<file path="config.mk">
export PLATFORM = sky130hd
export DESIGN_NAME = quad_encoder_array_flat
export DESIGN_NICKNAME = d
export VERILOG_FILES = /design/src/rtl/quad_enc_pkg.sv /design/src/rtl/quad_enc_if.sv /design/src/rtl/quad_enc_channel.sv /design/src/rtl/quad_encoder_array.sv /design/src/flat_wrapper.sv
export SDC_FILE = /design/constraint.sdc
export NUM_CORES = 1
export LEC_CHECK = 0
export CAP_MARGIN = 20
export CORE_UTILIZATION = 40
export DETAILED_ROUTE_END_ITERATION = 12
export PLACE_DENSITY = 0.57
export SLEW_MARGIN = 25
export SYNTH_ARGS = -nofsm -noshare
export SYNTH_HDL_FRONTEND = slang
export SYNTH_HIERARCHICAL = 1
export SYNTH_SLANG_ARGS = --single-unit
</file>
<file path="constraint.sdc">
create_clock -name clock -period 10.4 [get_ports clock]
set_input_delay 1.56 -clock clock [delete_from_list [all_inputs] [get_ports clock]]
set_output_delay 1.56 -clock clock [all_outputs]
set_load 0.02 [all_outputs]
</file>
<file path="src/rtl/quad_enc_pkg.sv">
// Shared definitions for the quadrature encoder array: Gray states and step decode.
package quad_enc_pkg;

  // Accepted {A,B} levels in forward rotation order 00 -> 01 -> 11 -> 10 -> 00
  localparam logic [1:0] QS_00 = 2'b00;
  localparam logic [1:0] QS_01 = 2'b01;
  localparam logic [1:0] QS_11 = 2'b11;
  localparam logic [1:0] QS_10 = 2'b10;

  typedef enum logic [1:0] {STEP_NONE, STEP_UP, STEP_DN, STEP_ERR} step_e;

  function automatic logic [1:0] gray_next(input logic [1:0] s);
    case (s)
      QS_00:   gray_next = QS_01;
      QS_01:   gray_next = QS_11;
      QS_11:   gray_next = QS_10;
      default: gray_next = QS_00;
    endcase
  endfunction

  // Classify a prev -> cur transition; both bits flipping is an illegal jump
  function automatic step_e quad_step(input logic [1:0] prev, input logic [1:0] cur);
    if (cur == prev)                 quad_step = STEP_NONE;
    else if (cur == gray_next(prev)) quad_step = STEP_UP;
    else if (prev == gray_next(cur)) quad_step = STEP_DN;
    else                             quad_step = STEP_ERR;
  endfunction

endpackage

</file>
<file path="src/rtl/quad_enc_if.sv">
// Pad-side and host-side signal bundle of the quadrature encoder array.
interface quad_enc_if #(
  parameter int NUM_CH = 4,
  parameter int CNT_W  = 16
);
  localparam int SEL_W = (NUM_CH > 1) ? $clog2(NUM_CH) : 1;

  logic [NUM_CH-1:0] enc_a;
  logic [NUM_CH-1:0] enc_b;
  logic [NUM_CH-1:0] cnt_clr;
  logic [NUM_CH-1:0] err_clr;
  logic              capture;
  logic [SEL_W-1:0]  rd_sel;
  logic [CNT_W-1:0]  rd_count;
  logic              rd_dir;
  logic              cap_valid;
  logic [NUM_CH-1:0] err;

  modport master (
    output enc_a, enc_b, cnt_clr, err_clr, capture, rd_sel,
    input  rd_count, rd_dir, cap_valid, err
  );

  modport slave (
    input  enc_a, enc_b, cnt_clr, err_clr, capture, rd_sel,
    output rd_count, rd_dir, cap_valid, err
  );
endinterface

</file>
<file path="src/rtl/quad_enc_channel.sv">
// One encoder channel: 2-flop sync, per-bit glitch filter, x4 decode, signed counter, sticky error.
module quad_enc_channel
  import quad_enc_pkg::*;
#(
  parameter int CNT_W    = 16,
  parameter int FILT_LEN = 3,
  parameter int SATURATE = 0
) (
  input  logic             clock,
  input  logic             reset_n,
  input  logic             enc_a,
  input  logic             enc_b,
  input  logic             cnt_clr,
  input  logic             err_clr,
  output logic [CNT_W-1:0] count,
  output logic             dir,
  output logic             err
);
  localparam int FW     = $clog2(FILT_LEN + 1);
  localparam int SETTLE = 2 + FILT_LEN;
  localparam logic [CNT_W-1:0] CNT_MAX = {1'b0, {(CNT_W-1){1'b1}}};
  localparam logic [CNT_W-1:0] CNT_MIN = {1'b1, {(CNT_W-1){1'b0}}};

  logic [1:0]          sync1, sync2, acc, acc_nxt;
  logic [1:0][FW-1:0]  fcnt, fcnt_nxt;
  logic [4:0]          settle;
  logic                primed;
  step_e               step;

  // Filter: a bit flips only after FILT_LEN consecutive differing samples
  always_comb begin
    acc_nxt  = acc;
    fcnt_nxt = fcnt;
    for (int i = 0; i < 2; i++) begin
      if (sync2[i] == acc[i]) begin
        fcnt_nxt[i] = '0;
      end else if (fcnt[i] == FW'(FILT_LEN - 1)) begin
        acc_nxt[i]  = sync2[i];
        fcnt_nxt[i] = '0;
      end else begin
        fcnt_nxt[i] = fcnt[i] + 1'b1;
      end
    end
  end

  // Decode against the level being accepted this edge, so the count moves on the
  // same edge the filter accepts. Until the sync+filter pipeline has refilled after
  // reset, the accepted level is just the initial prev and must not step or flag.
  assign primed = (settle == 5'(SETTLE));
  assign step   = primed ? quad_step(acc, acc_nxt) : STEP_NONE;

  // Synchroniser, filter state and post-reset settle counter
  always_ff @(posedge clock or negedge reset_n) begin
    if (!reset_n) begin
      sync1  <= '0;
      sync2  <= '0;
      acc    <= '0;
      fcnt   <= '0;
      settle <= '0;
    end else begin
      sync1 <= {enc_a, enc_b};
      sync2 <= sync1;
      acc   <= acc_nxt;
      fcnt  <= fcnt_nxt;
      if (!primed) settle <= settle + 5'd1;
    end
  end

  // Position counter and direction; clear beats a step in the same cycle
  always_ff @(posedge clock or negedge reset_n) begin
    if (!reset_n) begin
      count <= '0;
      dir   <= 1'b0;
    end else if (cnt_clr) begin
      count <= '0;
    end else begin
      case (step)
        STEP_UP: begin
          dir <= 1'b1;
          if (!(SATURATE != 0 && count == CNT_MAX)) count <= count + CNT_W'(1);
        end
        STEP_DN: begin
          dir <= 1'b0;
          if (!(SATURATE != 0 && count == CNT_MIN)) count <= count - CNT_W'(1);
        end
        default: ;
      endcase
    end
  end

  // Sticky illegal-jump flag; a new event wins over a clear
  always_ff @(posedge clock or negedge reset_n) begin
    if (!reset_n)              err <= 1'b0;
    else if (step == STEP_ERR) err <= 1'b1;
    else if (err_clr)          err <= 1'b0;
  end
endmodule

</file>
<file path="src/rtl/quad_encoder_array.sv">
// Multi-channel quadrature decoder: channel array, atomic snapshot bank, registered readout.
module quad_encoder_array
  import quad_enc_pkg::*;
#(
  parameter int NUM_CH   = 4,
  parameter int CNT_W    = 16,
  parameter int FILT_LEN = 3,
  parameter int SATURATE = 0
) (
  input logic      clock,
  input logic      reset_n,
  quad_enc_if.slave bus
);
  logic [NUM_CH-1:0][CNT_W-1:0] count, snap;
  logic [NUM_CH-1:0]            dir;

  for (genvar g = 0; g < NUM_CH; g++) begin : g_ch
    quad_enc_channel #(
      .CNT_W(CNT_W), .FILT_LEN(FILT_LEN), .SATURATE(SATURATE)
    ) u_ch (
      .clock   (clock),
      .reset_n (reset_n),
      .enc_a   (bus.enc_a[g]),
      .enc_b   (bus.enc_b[g]),
      .cnt_clr (bus.cnt_clr[g]),
      .err_clr (bus.err_clr[g]),
      .count   (count[g]),
      .dir     (dir[g]),
      .err     (bus.err[g])
    );
  end

  // Snapshot all channels together; values are those held before this edge
  always_ff @(posedge clock or negedge reset_n) begin
    if (!reset_n) begin
      snap          <= '0;
      bus.cap_valid <= 1'b0;
    end else begin
      bus.cap_valid <= bus.capture;
      if (bus.capture) snap <= count;
    end
  end

  // Readout mux; unpopulated selector codes read as zero
  always_ff @(posedge clock or negedge reset_n) begin
    if (!reset_n) begin
      bus.rd_count <= '0;
      bus.rd_dir   <= 1'b0;
    end else if (int'(bus.rd_sel) < NUM_CH) begin
      bus.rd_count <= snap[bus.rd_sel];
      bus.rd_dir   <= dir[bus.rd_sel];
    end else begin
      bus.rd_count <= '0;
      bus.rd_dir   <= 1'b0;
    end
  end
endmodule

</file>
<file path="src/flat_wrapper.sv">
// flat-port wrapper written by rule: the top's interface ports become plain ports
module quad_encoder_array_flat import quad_enc_pkg::*;
#(
  parameter int NUM_CH   = 4,
  parameter int CNT_W    = 16,
  parameter int FILT_LEN = 3,
  parameter int SATURATE = 0
)
  (clock, reset_n, bus_enc_a, bus_enc_b, bus_cnt_clr, bus_err_clr, bus_capture, bus_rd_sel, bus_rd_count, bus_rd_dir, bus_cap_valid, bus_err);
  quad_enc_if #(.NUM_CH(NUM_CH), .CNT_W(CNT_W)) bus_i ();
  input logic clock;
  input logic reset_n;
  input wire logic [$bits(bus_i.enc_a)-1:0] bus_enc_a;
  input wire logic [$bits(bus_i.enc_b)-1:0] bus_enc_b;
  input wire logic [$bits(bus_i.cnt_clr)-1:0] bus_cnt_clr;
  input wire logic [$bits(bus_i.err_clr)-1:0] bus_err_clr;
  input wire logic [$bits(bus_i.capture)-1:0] bus_capture;
  input wire logic [$bits(bus_i.rd_sel)-1:0] bus_rd_sel;
  output wire logic [$bits(bus_i.rd_count)-1:0] bus_rd_count;
  output wire logic [$bits(bus_i.rd_dir)-1:0] bus_rd_dir;
  output wire logic [$bits(bus_i.cap_valid)-1:0] bus_cap_valid;
  output wire logic [$bits(bus_i.err)-1:0] bus_err;
  assign bus_i.enc_a = bus_enc_a;
  assign bus_i.enc_b = bus_enc_b;
  assign bus_i.cnt_clr = bus_cnt_clr;
  assign bus_i.err_clr = bus_err_clr;
  assign bus_i.capture = bus_capture;
  assign bus_i.rd_sel = bus_rd_sel;
  assign bus_rd_count = bus_i.rd_count;
  assign bus_rd_dir = bus_i.rd_dir;
  assign bus_cap_valid = bus_i.cap_valid;
  assign bus_err = bus_i.err;
  quad_encoder_array #(.NUM_CH(NUM_CH), .CNT_W(CNT_W), .FILT_LEN(FILT_LEN), .SATURATE(SATURATE)) u_core (.clock(clock), .reset_n(reset_n), .bus(bus_i));
endmodule
</file>
==> flow_metrics.tcl, run 1 <==
set metrics [dict create \
    io_buffers 42 \
    critPathCaptureType "flip-flop" \
    finalSetupTns_ps 0 \
    gp_congestion 0.855 \
    cts.sinks 214 \
    grt_usage_pct 17.1 \
    cts_hold_buf 0 \
    synth-edff-count 0 \
    synthSimpleGateAreaFrac_pct 12.7 \
    period_share_pct 42.1 \
    path_max_fanout 21 \
    cpPeakStageDelay_ps 740 \
    slew_headroom_pct 36.5 \
    slowest_stage "ha_1" \
    drive_gt1_share_pct 14.8 \
    grt_pass1_vias 8074 \
    fillerInstances 2676 \
    yosys.area_share.adder_pct 8.68 \
    wl_um 25200 \
    yosys_most_used_dff "dfrtp_1" \
    p_leak_nw 6.60 \
    crit_path_cell_trace "inv_1 > ha_1 > nor4bb_1 > nand2_1 > a21oi_1 > ha_1 > inv_1 > fa_1 > and2b_1 > o2111ai_2 > a21boi_2 > a22oi_2 > or4_1 > nand3_1" \
    required_ps 10850 \
    die_area_mm2 0.0304 \
    diodes 0 \
    antenna_left 0 \
    muxShareOfSynthArea_pct 10.5 \
    drtPass1Iterations 5 \
    die_y_um 174 \
    critPathLaunchType "flip-flop" \
    viasPerCell 5.32 \
    final_hold_viol_count 0 \
    clock_path_buffers 3 \
    syn_area_mm2 0.0119 \
    drv_cap 0 \
    setup_viol 0 \
    antenna_found_initial 1 \
    cts-resized-gates 0 \
    peakVddDrop_v 0.000127 \
    status "complete, no violations" \
    grt_pass1_wl_um 42200 \
    vias 8034 \
    grt_max_degree 108 \
    cts_root_buf "clkbuf_16" \
    post-route-util_pct 46.6 \
    tightest_slew_ps 945 \
    synth-compound-area-share_pct 14.2 \
    io_pins 43 \
    core_area_mm2 0.0289 \
    synth_top_family_by_area "compound AO/OA/AOI/OAI gates" \
    dpl.hpwl_um 17900 \
    fmax_mhz 228 \
    drc 0 \
    cellPowerDensity_mw_per_mm2 222 \
    maxSlewViolCount 0 \
    cts_made_buffers 25 \
    ys_types 53 \
    finClkSkew_ps 10.0 \
    gr-total-overflow 0 \
    clk-insertion-delay-late_ps 510 \
    async_flop_share_pct 100 \
    initial_utilization_pct 41.0 \
    syn_inst 1070 \
    hp-class "reg -> reg" \
    dieWidth_um 174 \
    path_class "reg -> reg" \
    syn_area_per_cell_um2 11.1 \
    area_growth_pct 13.5 \
    synth_fp_nets 1171 \
    ys.warnings.count 6 \
    post-route-min-period_ps 4380 \
    post_cts.repair.setup_buffers 0 \
    synth_xor_area_share_pct 5.01 \
    rows 62 \
    cts_tree "yes" \
    ys_seq_area_share_pct 45.1 \
    cts.clk_slew.worst_paths_ps 60 \
    rsz0062_at_grt "no" \
    synth-seq-cells 214 \
    worstPathArrival_ps 4830 \
    drtIter0Drc 413 \
    nets 1210 \
    cts.htree.levels 1 \
    wl_per_cell_um 16.7 \
]
## registers in the layout (all words and copies together) (netlist names)
name	cells
u_core/g_ch.u_ch/dir	4
u_core/g_ch.u_ch/err	4
u_core/g_ch.u_ch/settle	20
u_core/g_ch.u_ch/sync2	8
u_core/g_ch.u_ch/sync1	8
u_core/g_ch.u_ch/fcnt	16
u_core/bus.rd_count	16
u_core/g_ch.u_ch/acc	8
u_core/bus.cap_valid	1
u_core/bus.rd_dir	1
u_core/snap	64
u_core/g_ch.u_ch/count	64
## layout make-up
type	count	area (um^2)	share of cell area, %
Clock buffer	34	689	5.12
Clock inverter	10	250	1.86
Inverter	36	135	1.00
Multi-Input combinational cell	781	6080	45.1
Sequential cell	214	5360	39.7
Tap cell	384	480	3.56
Timing Repair Buffer	51	488	3.62
## cell usage in the layout, fill, tap and decap left out, types with 12 or more instances in the layout
cell type / instances
ha_1: 76
dfrtp_1: 214
a21oi_1: 52
nand2b_1: 16
nor3b_1: 16
xnor2_1: 40
nand3_1: 44
clkbuf_16: 25
o21bai_1: 12
inv_1: 36
mux2_2: 64
a211oi_1: 12
nor2_1: 44
nand2_1: 92
mux2i_1: 12
clkdlybuf4s50_1: 40
o21ai_0: 80
xor2_1: 28
a21o_1: 32
nor3_1: 20
## final timing paths
check / startpoint / to / cells after the start / slack, ps
min: u_core/g_ch[2].u_ch/sync1[0]$_DFF_PN0_ / u_core/g_ch[2].u_ch/sync2[0]$_DFF_PN0_ / 0 / 350
min in group asynchronous: reset_n / u_core/g_ch[0].u_ch/fcnt[0]$_DFF_PN0_ / 1 / 1100
max reg2reg: u_core/g_ch[1].u_ch/settle[1]$_DFFE_PN0P_ / u_core/g_ch[1].u_ch/count[12]$_DFFE_PN0P_ / 14 / 6020
max in group asynchronous: reset_n / u_core/snap[44]$_DFFE_PN0P_ / 3 / 7350
max: u_core/g_ch[1].u_ch/settle[1]$_DFFE_PN0P_ / u_core/g_ch[1].u_ch/count[12]$_DFFE_PN0P_ / 14 / 6020
min reg2reg: u_core/g_ch[2].u_ch/sync1[0]$_DFF_PN0_ / u_core/g_ch[2].u_ch/sync2[0]$_DFF_PN0_ / 0 / 350
## cell usage after synthesis (all sizes together) (8+ instances only)
master / number / share of area (%)
nand2b: 16 / 0.84
a31oi: 8 / 0.42
and3: 8 / 0.42
clkbuf: 16 / 1.2
dfrtp: 214 / 45
mux4: 17 / 3.4
a21oi: 52 / 2.2
xnor2: 40 / 2.9
xor2: 28 / 2.1
buf: 23 / 1.4
ha: 76 / 8.0
nor2: 44 / 1.4
nor3: 20 / 0.84
nor3b: 16 / 1.0
mux2i: 12 / 1.0
o21ai: 80 / 3.4
mux2: 64 / 6.1
nand3: 44 / 1.9
a21o: 36 / 2.3
a31o: 8 / 0.59
or2: 8 / 0.42
o21bai: 12 / 0.76
o311ai: 8 / 1.2
a211oi: 12 / 0.76
nand2: 92 / 2.9
inv: 36 / 1.1
and2: 8 / 0.46
## cells by family after synthesis
group                    Yosys count
buffers and inverters             75
flip-flops                       214
adder cells (fa/ha/maj)           80
AND/OR/NAND/NOR                  292
multiplexers                      93
AO/OA/AOI/OAI                    248
XOR/XNOR                          68
## routing by layer
metal	part of all wire, %	up-vias	global-route usage, %
li1	-	3960	-
met1	50	3915	24.8
met2	45	128	27.1
met3	3.9	29	2.47
met4	1.2	2	3.44
met5	0.052	-	0
## critical path: cells and delay by family, from the launching register on
family          cells  cell delay (ps)
simple gates        5             1480
fa+ha+maj           3             1330
compound gates      4              820
flops               1              400
buf+inv             2              270
## metrics by stage
step	cells	total power, mW	instance area (um^2)	worst slack (ps)	hold slack [ps]
after CTS	1510	3.02	13500	5980	349
after global placement	1466	1.99	12500	6150	331
after global routing	1510	3.18	13500	5540	353
final	1510	2.99	13500	6020	347
after floorplan	1070	1.79	11900	6630	331
after detailed placement	1466	2.00	12500	5980	335
## report_power, final
part | switching, mW | internal (mW) | total (mW)
clock | 0.339 | 0.659 | 0.998
sequential | 0.111 | 0.969 | 1.08
combinational | 0.546 | 0.365 | 0.912
Note: power is estimated with default switching activity, not from simulation.
==> inputs of run 2 (changes only) <==
--- a/config.mk
+++ b/config.mk
@@ -8,7 +8,7 @@
 export CAP_MARGIN = 20
 export CORE_UTILIZATION = 40
 export DETAILED_ROUTE_END_ITERATION = 12
-export PLACE_DENSITY = 0.57
+export PLACE_DENSITY = 0.59
 export SLEW_MARGIN = 25
 export SYNTH_ARGS = -nofsm -noshare
 export SYNTH_HDL_FRONTEND = slang
==> constraint.sdc (replaced) <==
create_clock -name clock -period 4 [get_ports clock]
set_input_delay 0.6 -clock clock [delete_from_list [all_inputs] [get_ports clock]]
set_output_delay 0.6 -clock clock [all_outputs]
set_load 0.02 [all_outputs]
==> run 2 against run 1 <==
Net effect:
- clock skew is essentially flat
- critical path type unchanged
- largest power group unchanged
- setup slack worse by 5800 ps
- worst hold slack worse by 230 ps
- global-route usage grew 0.11 points
- largest cell class unchanged
- power grew to 2.5 times the previous value
- combinational power grew to 2.6 times the previous value
==> flow_metrics.tcl, run 2 (synthesized netlist as in run 1, its figures left out) <==
set metrics [dict create \
    rsz0062_at_grt "no" \
    cts.clk_slew.worst_paths_ps 60 \
    cts.sinks 214 \
    nets 1220 \
    required_ps 4400 \
    critPathLaunchType "flip-flop" \
    dieWidth_um 174 \
    drtIter0Drc 517 \
    r2r_slack_ps 240 \
    cts.htree.levels 1 \
    core_area_mm2 0.0289 \
    worstPathArrival_ps 4160 \
    antenna_found_initial 1 \
    maxSlewViolCount 0 \
    finalSetupTns_ps 0 \
    setup_viol 0 \
    clock_path_buffers 3 \
    io_pins 43 \
    grt_pass1_wl_um 42400 \
    post-route-util_pct 46.6 \
    io_buffers 42 \
    grt_max_degree 97 \
    cts-resized-gates 0 \
    status "complete, no violations" \
    fmax_mhz 266 \
    largest_registers "u_core/g_ch.u_ch/count: 64 flops, u_core/snap: 64 flops, u_core/g_ch.u_ch/settle: 20 flops" \
    dpl.hpwl_um 18200 \
    cts_hold_buf 0 \
    cts_made_buffers 26 \
    drv_cap 0 \
    clk-insertion-delay-late_ps 520 \
    vias 8035 \
    gr-total-overflow 0 \
    drive_gt1_share_pct 16.2 \
    die_y_um 174 \
    area_growth_pct 13.5 \
    gp_congestion 0.844 \
    drc 0 \
    wl_per_cell_um 16.7 \
    setup.worst_path.start "u_core/g_ch[1].u_ch/settle[1]$_DFFE_PN0P_" \
    worstReg2RegStart "u_core/g_ch[1].u_ch/settle[1]$_DFFE_PN0P_" \
    initial_utilization_pct 41.0 \
    cellPowerDensity_mw_per_mm2 558 \
    path_max_fanout 13 \
    finalPower_mw 7.52 \
    period_share_pct 94.0 \
    post_cts.repair.setup_buffers 0 \
    final_hold_viol_count 0 \
    rows 62 \
    p_leak_nw 6.62 \
    grt_pass1_vias 8031 \
    cts_tree "yes" \
    drtPass1Iterations 5 \
    path_class "reg -> reg" \
    antenna_left 0 \
    fillerInstances 2662 \
    wl_um 25400 \
    grt_usage_pct 17.2 \
    mostFrequentLayoutCell "dfrtp_1" \
    critPathCaptureType "flip-flop" \
    hp-class "in -> async" \
    die_area_mm2 0.0304 \
    viasPerCell 5.28 \
    cts_root_buf "clkbuf_16" \
    peakVddDrop_v 0.000407 \
    post-route-min-period_ps 3760 \
    finClkSkew_ps 10.5 \
    tightest_slew_ps 864 \
    slew_headroom_pct 42.0 \
    final_cell_mix "dfrtp_1 (214), nand2_1 (92), o21ai_0 (80)" \
    diodes 0 \
]
-- run 2: critical path, cell delays in order (launching register included) --
cell and delay (ps):
dfrtp_1 400, inv_1 60, ha_1 150, nor4bb_1 270, buf_4 170, nand2_1 50, a21oi_1 220, ha_1 370
buf_4 260, ha_1 330, a21o_1 200, a21oi_1 240, a21boi_2 140, o21ai_0 140, or3b_1 360, a32o_1 260
-- run 2: power breakdown --
part           leakage (nW)  internal (mW)  switching, mW
logic                  3.35          0.963           1.42
clock network         0.423           1.39          0.941
registers              2.84           2.52          0.296
total                  6.62           4.87           2.65
-- run 2: layout make-up --
| cell class | instances | area [um^2] | share of cell area (%) |
|---|---|---|---|
| Timing Repair Buffer | 60 | 568 | 4.21 |
| Multi-Input combinational cell | 781 | 6080 | 45.1 |
| Sequential cell | 214 | 5360 | 39.7 |
| Clock inverter | 18 | 170 | 1.26 |
| Tap cell | 384 | 480 | 3.56 |
| Inverter | 36 | 135 | 1.00 |
| Clock buffer | 29 | 693 | 5.14 |
-- run 2: stage by stage --
| step | hold slack (ps) | cells | area (um^2) | setup WS, ps |
|---|---|---|---|---|
| floorplan | 304 | 1070 | 11900 | 235 |
| global placement | 332 | 1475 | 12600 | 420 |
| detailed placement | 336 | 1475 | 12600 | 275 |
| CTS | 145 | 1522 | 13500 | 251 |
| global route | 180 | 1522 | 13500 | 10.9 |
| finish | 114 | 1522 | 13500 | 241 |
-- run 2: worst paths after layout --
check	end	cells past startpoint
max in group asynchronous	u_core/g_ch[3].u_ch/count[15]$_DFFE_PN0P_	2
worst max register to register	u_core/g_ch[1].u_ch/count[8]$_DFFE_PN0P_	15
worst min register to register	u_core/g_ch[2].u_ch/sync2[0]$_DFF_PN0_	0
worst min-delay path	u_core/g_ch[1].u_ch/settle[4]$_DFFE_PN0P_	1
min in group clock	u_core/bus.cap_valid$_DFF_PN0_	1
worst max-delay path	u_core/g_ch[1].u_ch/count[8]$_DFFE_PN0P_	15
-- run 2: layer usage --
| metal | wire [um] | part of all wire [%] | global-route usage [%] |
|---|---|---|---|
| met1 | 12600 | 50 | 24.7 |
| met2 | 11600 | 46 | 27.7 |
| met3 | 806 | 3.2 | 2.17 |
| met4 | 324 | 1.3 | 3.73 |
| met5 | 0 | 0 | 0 |
==> inputs of run 3 (changes only) <==
--- a/config.mk
+++ b/config.mk
@@ -5,7 +5,7 @@
 export SDC_FILE = /design/constraint.sdc
 export NUM_CORES = 1
 export LEC_CHECK = 0
-export CAP_MARGIN = 20
+export CAP_MARGIN = 30
 export CORE_UTILIZATION = 40
 export DETAILED_ROUTE_END_ITERATION = 12
 export PLACE_DENSITY = 0.59
==> results of run 3 <==
Same layout as run 2: the final DEF is identical, and so are final timing and power.
